**src/rtl/ihex_pkg.sv**
```systemverilog
// ----------------------------------------------------------------------------
// ihex_pkg
// Shared definitions for the transmit arbiter: FSM state encoding, default
// requester count / stall timeout, and the width of the owner index.
// No ports (package).
// ----------------------------------------------------------------------------
package ihex_pkg;

    typedef enum logic [1:0] {
        ST_IDLE  = 2'd0,   // no owner, looking for a new packet
        ST_GRANT = 2'd1,   // owner holds the bus, waiting for its next byte
        ST_SEND  = 2'd2    // one byte buffered on the transmitter interface
    } arb_state_t;

    localparam int DEFAULT_NREQ    = 2;
    localparam int DEFAULT_TIMEOUT = 1024;

    // Owner index is always 2 bits wide so up to four requesters fit.
    localparam int OWNER_W = 2;

endpackage

```
**src/rtl/rr_pick.sv**
```systemverilog
// ----------------------------------------------------------------------------
// rr_pick
// Purely combinational round-robin selector. Returns the first requester
// after i_last (wrapping around), so the previous winner has lowest priority.
//
// Ports
//   i_req    [NREQ-1:0]    request vector
//   i_last   [OWNER_W-1:0] index of the previous winner
//   o_valid                at least one request is present
//   o_index  [OWNER_W-1:0] chosen requester (meaningful when o_valid)
// ----------------------------------------------------------------------------
module rr_pick
    import ihex_pkg::*;
#(
    parameter int NREQ = DEFAULT_NREQ
) (
    input  logic [NREQ-1:0]    i_req,
    input  logic [OWNER_W-1:0] i_last,
    output logic               o_valid,
    output logic [OWNER_W-1:0] o_index
);

    logic               hi_valid;
    logic [OWNER_W-1:0] hi_index;
    logic               any_valid;
    logic [OWNER_W-1:0] any_index;

    // Two priority searches instead of a modulo add: the lowest requester
    // above i_last wins; if there is none, the search wraps to the lowest
    // requester overall. Scanning downward lets lower indices overwrite.
    // NOTE: every output of a combinational block gets a default before any
    // condition, otherwise the missing paths would infer latches.
    always_comb begin
        hi_valid  = 1'b0;
        hi_index  = '0;
        any_valid = 1'b0;
        any_index = '0;
        for (int k = NREQ - 1; k >= 0; k--) begin
            if (i_req[k]) begin
                any_valid = 1'b1;
                any_index = OWNER_W'(k);
                if (k > int'(i_last)) begin
                    hi_valid = 1'b1;
                    hi_index = OWNER_W'(k);
                end
            end
        end
    end

    assign o_valid = any_valid;
    assign o_index = hi_valid ? hi_index : any_index;

endmodule

```
**src/rtl/tx_arbiter.sv**
```systemverilog
// ----------------------------------------------------------------------------
// tx_arbiter
// Shares one byte-wide UART transmitter between NREQ packet streams. A
// requester that wins arbitration keeps the transmitter for its whole packet
// (until a byte flagged last is sent) unless it stalls for TIMEOUT cycles.
// One byte is buffered at a time.
//
// Ports
//   i_clk, i_reset            clock, asynchronous active-high reset
//   i_req_data [8*NREQ-1:0]   byte from requester k in bits [8k+7:8k]
//   i_req_stb  [NREQ-1:0]     requester k presents a byte (held until acked)
//   i_req_last [NREQ-1:0]     presented byte ends requester k's packet
//   o_req_ack  [NREQ-1:0]     one-cycle pulse: byte of requester k captured
//   o_tx_data  [7:0]          byte to the transmitter
//   o_tx_stb                  o_tx_data valid, held until accepted
//   i_tx_busy                 transmitter cannot accept this cycle
//   o_owner    [1:0]          current / most recent grant holder
//   o_busy                    arbiter not idle
//   o_timeout                 one-cycle pulse: stalled owner was dropped
// ----------------------------------------------------------------------------
module tx_arbiter
    import ihex_pkg::*;
#(
    parameter int NREQ    = DEFAULT_NREQ,
    parameter int TIMEOUT = DEFAULT_TIMEOUT
) (
    input  logic                i_clk,
    input  logic                i_reset,
    input  logic [8*NREQ-1:0]   i_req_data,
    input  logic [NREQ-1:0]     i_req_stb,
    input  logic [NREQ-1:0]     i_req_last,
    output logic [NREQ-1:0]     o_req_ack,
    output logic [7:0]          o_tx_data,
    output logic                o_tx_stb,
    input  logic                i_tx_busy,
    output logic [OWNER_W-1:0]  o_owner,
    output logic                o_busy,
    output logic                o_timeout
);

    localparam int                 CNT_W     = $clog2(TIMEOUT);
    localparam logic [CNT_W-1:0]   CNT_LAST  = CNT_W'(TIMEOUT - 1);
    // Owner resets to the highest index so the first search starts at 0.
    localparam logic [OWNER_W-1:0] OWNER_RST = OWNER_W'(NREQ - 1);

    arb_state_t         state_q, state_d;
    logic [7:0]         data_q, data_d;
    logic               last_q, last_d;
    logic [OWNER_W-1:0] owner_q, owner_d;
    logic               tx_stb_q, tx_stb_d;
    logic [CNT_W-1:0]   cnt_q, cnt_d;
    logic               timeout_q, timeout_d;

    logic               pick_valid;
    logic [OWNER_W-1:0] pick_idx;
    logic               owner_stb;
    logic               tx_accept;
    logic               cnt_expired;
    logic               capture;
    logic [OWNER_W-1:0] cap_idx;
    logic [7:0]         cap_data;
    logic               cap_last;
    logic               timeout_fire;

    rr_pick #(.NREQ(NREQ)) u_pick (
        .i_req   (i_req_stb),
        .i_last  (owner_q),
        .o_valid (pick_valid),
        .o_index (pick_idx)
    );

    always_comb begin
        owner_stb = 1'b0;
        for (int k = 0; k < NREQ; k++) begin
            if (owner_q == OWNER_W'(k)) begin
                owner_stb = i_req_stb[k];
            end
        end
    end

    assign tx_accept   = tx_stb_q & ~i_tx_busy;
    assign cnt_expired = (cnt_q == CNT_LAST);

    // ---------------- state register ----------------
    // NOTE: sequential state uses non-blocking assignments so every flop
    // samples the values from before the edge, independent of block order.
    always_ff @(posedge i_clk or posedge i_reset) begin
        if (i_reset) begin
            state_q <= ST_IDLE;
        end else begin
            state_q <= state_d;
        end
    end

    // ---------------- next-state logic ----------------
    always_comb begin
        state_d = state_q;
        case (state_q)
            ST_IDLE: begin
                if (pick_valid) begin
                    state_d = ST_SEND;
                end
            end
            ST_GRANT: begin
                // A byte arriving in the expiry cycle beats the timeout.
                if (owner_stb) begin
                    state_d = ST_SEND;
                end else if (cnt_expired) begin
                    state_d = ST_IDLE;
                end
            end
            ST_SEND: begin
                if (tx_accept) begin
                    state_d = last_q ? ST_IDLE : ST_GRANT;
                end
            end
            default: state_d = ST_IDLE;
        endcase
    end

    // ---------------- output / capture decode ----------------
    always_comb begin
        capture      = 1'b0;
        cap_idx      = owner_q;
        timeout_fire = 1'b0;
        case (state_q)
            ST_IDLE: begin
                capture = pick_valid;
                cap_idx = pick_idx;
            end
            ST_GRANT: begin
                capture      = owner_stb;
                timeout_fire = ~owner_stb & cnt_expired;
            end
            default: ;
        endcase

        cap_data  = 8'h00;
        cap_last  = 1'b0;
        o_req_ack = '0;
        for (int k = 0; k < NREQ; k++) begin
            if (cap_idx == OWNER_W'(k)) begin
                cap_data = i_req_data[8*k +: 8];
                cap_last = i_req_last[k];
                // Ack is combinational; mask it while reset is held so a
                // requester is never told a discarded byte was taken.
                o_req_ack[k] = capture & ~i_reset;
            end
        end
    end

    // ---------------- datapath next values ----------------
    always_comb begin
        data_d    = capture ? cap_data : data_q;
        last_d    = capture ? cap_last : last_q;
        owner_d   = capture ? cap_idx  : owner_q;
        // Capture only happens with nothing buffered, so set and clear
        // never coincide.
        tx_stb_d  = capture | (tx_stb_q & ~tx_accept);
        // Counter is zero everywhere except while an owner stalls in GRANT,
        // which covers clearing on GRANT entry and on every owner byte.
        cnt_d     = '0;
        if (state_q == ST_GRANT && !owner_stb && !cnt_expired) begin
            cnt_d = cnt_q + 1'b1;
        end
        timeout_d = timeout_fire;
    end

    // NOTE: the byte buffer is a plain register, not a memory, so it is given
    // a reset value like any other flop and reads as zero after reset.
    always_ff @(posedge i_clk or posedge i_reset) begin
        if (i_reset) begin
            data_q    <= 8'h00;
            last_q    <= 1'b0;
            owner_q   <= OWNER_RST;
            tx_stb_q  <= 1'b0;
            cnt_q     <= '0;
            timeout_q <= 1'b0;
        end else begin
            data_q    <= data_d;
            last_q    <= last_d;
            owner_q   <= owner_d;
            tx_stb_q  <= tx_stb_d;
            cnt_q     <= cnt_d;
            timeout_q <= timeout_d;
        end
    end

    assign o_tx_data = data_q;
    assign o_tx_stb  = tx_stb_q;
    assign o_owner   = owner_q;
    assign o_busy    = (state_q != ST_IDLE);
    assign o_timeout = timeout_q;

endmodule

```
**config.mk**
```make
export PLATFORM = sky130hd
export DESIGN_NAME = tx_arbiter
export DESIGN_NICKNAME = d
export VERILOG_FILES = /design/src/rtl/ihex_pkg.sv /design/src/rtl/rr_pick.sv /design/src/rtl/tx_arbiter.sv
export SDC_FILE = /design/constraint.sdc
export NUM_CORES = 1
export LEC_CHECK = 0
export ABC_AREA = 1
export CAP_MARGIN = 10
export CORE_MARGIN = 2
export CORE_UTILIZATION = 25
export DETAILED_ROUTE_END_ITERATION = 7
export PLACE_DENSITY_LB_ADDON = 0.15
export SYNTH_ARGS = -nofsm -noshare
export SYNTH_HDL_FRONTEND = slang
export SYNTH_SLANG_ARGS = --single-unit
```
**constraint.sdc**
```tcl
create_clock -name i_clk -period 2.62 [get_ports i_clk]
set_input_delay 0.262 -clock i_clk [delete_from_list [all_inputs] [get_ports i_clk]]
set_output_delay 0.262 -clock i_clk [all_outputs]
set_load 0.05 [all_outputs]
```
* Yosys cells after proc, flatten, opt, wreduce, memory -nomap -nowiden
Cells that the tools add are included.
** Word-level totals
- Register bits :: 25
- Input bits :: 23
- Output and inout port bits :: 15
- Word-level logic and storage cells :: 62
** Cells by class
- Add/subtract/negate cells :: 1
- Order comparisons :: 1
- Eq/ne operators :: 8
- Mux-type cells :: 27
- Bitwise logic cells :: 9
- Reductions and logical operators :: 9
** Operators by type and width (count)
- 8-bit two-way mux :: 2
- 1-bit two-way mux :: 15
- 2-bit two-way mux :: 7
- 10-bit by 1-bit adder with 10-bit output (second input constant) :: 1
- 10-bit equality test (second input constant) :: 1
- 10-bit two-way mux :: 1
- 2-bit by 1-bit equality test with 1-bit output (second input constant) :: 3
- 2-bit logical NOT :: 3
- 2-bit case mux with 3 select lines :: 1
- 1-bit AND :: 4
- 2-bit inequality test (second input constant) :: 2
- 1-bit inverter :: 4
- 3-bit inequality test (second input constant) :: 1
- 3-bit AND reduction :: 1
- 2-bit equality test (second input constant) :: 1
- 1-bit by 2-bit greater-than comparator with 1-bit output (first input constant) :: 1
- 1-bit logical AND :: 2
- 1-bit logical NOT :: 2
- 1-bit case mux with 2 select lines :: 1
- 2-bit nonzero test :: 1
- 1-bit bitwise OR :: 1

* Longest topological paths before layout
- Depth after elaboration :: 8
- Mapped depth :: 10
- Mapped depth without buffers :: 9

* By module
A second synthesis with hierarchy kept.
** Second synthesis, totals
- Cell total of the unflattened synthesis :: 187
- Area, all modules :: 1475.2 um^2
** Modules (own cells, without submodules)
- tx_arbiter :: times used 1, cells an instance 179, area each 1438.9 um^2, sequential area each 626.9 um^2
- rr_pick :: times used 1, cells an instance 8, area each 36.3 um^2, sequential area each 0.0 um^2

* Worst setup path after synthesis
Ideal clock, no wire load.
- Path kind :: register to output
- From :: reg owner_q[0], in the netlist o_owner[0]
- To :: out o_req_ack[0]
- Arrival :: 1.871 ns
- Data required time :: 2.358 ns
- Setup slack :: 0.487 ns
- Stages on the path, launching flop included :: 7
- Buffers on the path :: 0
- Cells stage by stage :: dfstp_2 > o21ai_0 > nor2_1 > nand3_1 > nand2_1 > nand2_1 > nor2_1
** Between the ends
- Word-level cells in the longest chain between the ends :: 7
- Elaborated cells between the ends (all ways) :: 15
- Classes of those cells :: order compare: 1; eq/ne: 1; mux: 10; bitwise: 1; reduce/logical: 2
** RTL lines
- start: declaration :: RTL line tx_arbiter.sv:49 : logic [OWNER_W-1:0] owner_q, owner_d;
- start signal: assignment :: RTL line tx_arbiter.sv:182 : owner_q <= owner_d;
- 1-bit by 2-bit greater-than comparator with 1-bit output :: RTL line rr_pick.sv:42 : if (k > int'(i_last)) begin
- 1-bit two-way mux :: RTL line rr_pick.sv:42
- 2-bit two-way mux / 1-bit two-way mux (equally long branches) :: RTL line rr_pick.sv:39 : if (i_req[k]) begin
- 2-bit two-way mux :: RTL line rr_pick.sv:51 : assign o_index = hi_valid ? hi_index : any_index;
- 2-bit two-way mux :: RTL line tx_arbiter.sv:126 : case (state_q)
- 2-bit logical NOT :: RTL line tx_arbiter.sv:142 : if (cap_idx == OWNER_W'(k)) begin
- 1-bit two-way mux (*) :: RTL line tx_arbiter.sv:142
- end: declaration :: RTL line tx_arbiter.sv:32 : output logic [NREQ-1:0] o_req_ack,
Every way passes the cells marked *; elsewhere a longest branch is shown, timed or not.

* Worst setup path after layout
- From :: reg state_q[0]
- To :: out o_req_ack[1]
** Between the ends
- Word-level cells in the longest chain between the ends :: 4
- Elaborated cells between the ends (all ways) :: 7
- Classes of those cells :: eq/ne: 2; mux: 3; bitwise: 1; reduce/logical: 1
** RTL lines
- start: declaration :: RTL line tx_arbiter.sv:46 : arb_state_t state_q, state_d;
- start signal: assignment :: RTL line tx_arbiter.sv:91 : state_q <= state_d;
- 2-bit by 1-bit equality test with 1-bit output / 2-bit logical NOT (equally long branches) :: RTL line tx_arbiter.sv:126
- 1-bit case mux with 2 select lines / 2-bit two-way mux (equally long branches) :: RTL line tx_arbiter.sv:126
- 1-bit AND / 2-bit by 1-bit equality test with 1-bit output (equally long branches) :: RTL line tx_arbiter.sv:147, tx_arbiter.sv:142
- 1-bit two-way mux (*) :: RTL line tx_arbiter.sv:142
Marks and branches as above.

==> reports/metrics.cfg <==
[run_status]
status = completed

[place]
gp_congestion = 0.712
dp_hpwl_microns = 2340
post-place-cells = 276
io_buffers = 37

[timing]
setup_violations = 0
whs_ps = 426
tns_ps = 0
fmax_ghz = 0.483
period_needed_ps = 2070
tightestPinTransition_ps = 502
final-hold-violation-count = 0
skew_ps = 6.23
rsz0062_at_grt = no
report.final.slew_viol_count = 0
period_share_pct = 79.1
maxSlewHeadroom_pct = 66.5

[finish]
nNetsFinal = 235
fin_util_pct = 35.7
ff_latch_area_sq_um = 627
area_delta_synth_final_pct = 39.1
n_antenna_cell = 0
fin_cells = 280
mostFrequentLayoutCell = nand2_1
final_cell_mix = nand2_1, clkdlybuf4s50_1, dfrtp_1
drive_gt1_share_pct = 5.71
multiInputGateArea_sq_um = 571
fillers = 565

[min_path]
hp-class = in -> async

[setup_path]
cp-endpoint = o_req_ack[1]
critical-path-max-stage-delay_ps = 390
crit_buf_inv = 2
crit_top_cell = nand2_1
cpLargestDelayFamily = simple AND/OR/NAND/NOR gates
critPathArrivalTime_ps = 1810
end_kind = primary output
regToRegSetupSlack_ps = 960
startpoint_type = register
r2r-end = o_tx_data[6]
crit_chain = inv_1 -> nand2_2 -> nor2_1 -> nand2_1 -> nand2_1 -> nand2_1 -> nor2_1 -> buf_12
crit_required_ps = 2360
critPathLaunch = state_q[0]
crit_type = reg -> out
path_depth = 8
critical_path_peak_fanout = 11
crit_slowest_cell = dfrtp_1
reg2reg_depth = 10
r2r_start = o_owner[0]

[synth]
synth_top_area_cell = dfrtp_1
synthCells = 172
ys_warn_count = 0
synth_seq_area_share_pct = 48.2
synth_area_sq_mm = 0.00130
ys_ff_latch = 25
synth_area_per_cell_sq_um = 7.57
synth.area.top_cells = dfrtp_1, nand2_1, nor2_1
netlist.area_leader.share_pct = 46.2
syn_nets = 196
synth.distinct_cells = 20

[power_and_ir_drop]
ir_drop_v = 0.000485
p_leak_nw = 0.826
power.density_mw_per_mm2 = 987
power_mw = 1.79

[global_route]
grt_start_max_net_pins = 26
grt_overflow = 0
grt_pass1_wl_microns = 5400
first_global_vias = 1233
track_usage_pct = 11.4
antenna_found_initial = 0

[route]
vias = 1197
wire_per_inst_microns = 11.1
dr.pass1.iters = 4
vias_per_cell = 4.28
drtIter0Drc = 42
ant_nets = 0
wirelength_microns = 3110
drc = 0

[clock_tree]
post_cts_buffers = 0
cts_buffers = 3
cts_hold_buf = 0
cts.sinks = 25
clock_latency_ps = 270
htree_levels = 1
cts_tree = yes
cts_resized = 0
clk_pin_slew_worst_paths_ps = 90
cts_max_path_buffers = 2
root_buffer = clkbuf_8

[floorplan]
io-pin-count = 38
die-area_sq_mm = 0.00580
die_height_microns = 76.1
rows = 26
start_util_pct = 25.6
core_area_sq_mm = 0.00507
die-width_microns = 76.1

[run]
timing.max_cap.violations = 0

state kept, by name (all words and copies together) (netlist names):
register	flops
state_q	2
o_tx_stb	1
cnt_q	10
o_tx_data	8
last_q	1
o_timeout	1
o_owner	2
worst reg2reg max path, stage by stage (launching register included):
cell     delay, ps
dfstp_2        560
inv_1           70
nand2_1         70
nand2_1         40
nand2_1        270
nand2_1        120
buf_4          190
nand3_1         70
nand2_1         60
nand2_1         60
nand2_1         40
report_power, final:
group	internal (mW)	switching (mW)
registers	0.488	0.0578
clock network	0.109	0.121
logic	0.346	0.665
cell usage after synthesis:
library cell and n:
nor2_1 22, buf_4 1, nand2_2 2, o211ai_1 1, nand3b_1 1, o21ai_0 6, xnor2_1 1, buf_6 1
nor3_1 3, and3_1 1, xor2_1 4, buf_2 5, nand2_1 58, nand3_1 13, dfstp_2 1, o21bai_1 1
ha_1 1, nand4_1 10, inv_1 16, dfrtp_1 24
logic make-up (layout without fill, tap and decap cells):
logic type | Yosys count | count (layout) | synth area share [%]
adder cells (fa/ha/maj) | 1 | 1 | 0.961
AO/OA/AOI/OAI | 8 | 8 | 3.46
AND/OR/NAND/NOR | 110 | 110 | 36.1
buffers and inverters | 23 | 61 | 7.98
XOR/XNOR | 5 | 5 | 3.37
flip-flops | 25 | 25 | 48.2
layer usage:
metal / vias to the layer above / GRT usage, % / part of all wire [%]
li1: 617 / - / -
met1: 552 / 13.8 / 46
met2: 26 / 19.6 / 48
met3: 2 / 3.44 / 5.9
met4: 0 / 3.27 / 0.55
met5: - / 0 / 0
stage by stage:
step	area [sq um]	setup slack, ps
finish	1810	548
CTS	1810	540
floorplan	1300	487
global route	1810	385
detailed placement	1770	661
global placement	1770	661
layout make-up:
class                      count  area share [%]
clock buffer                   4            2.49
inverter                      16            3.32
multi-input combinational    124            31.5
sequential                    25            34.6
tap                           70            4.84
timing repair buffer          41            23.2
how the worst min path moves through the flow:
stage / endpoint / slack (ps) / depth (start not counted)
4_1_cts: cnt_q[0] / 460 / 1
6_report: last_q / 430 / 3
5_1_grt: last_q / 480 / 3
2_1_floorplan: cnt_q[0] / 300 / 1
3_3_place_gp: cnt_q[0] / 450 / 1
3_5_place_dp: cnt_q[0] / 450 / 1
Note: power is estimated with default switching activity, not from simulation.
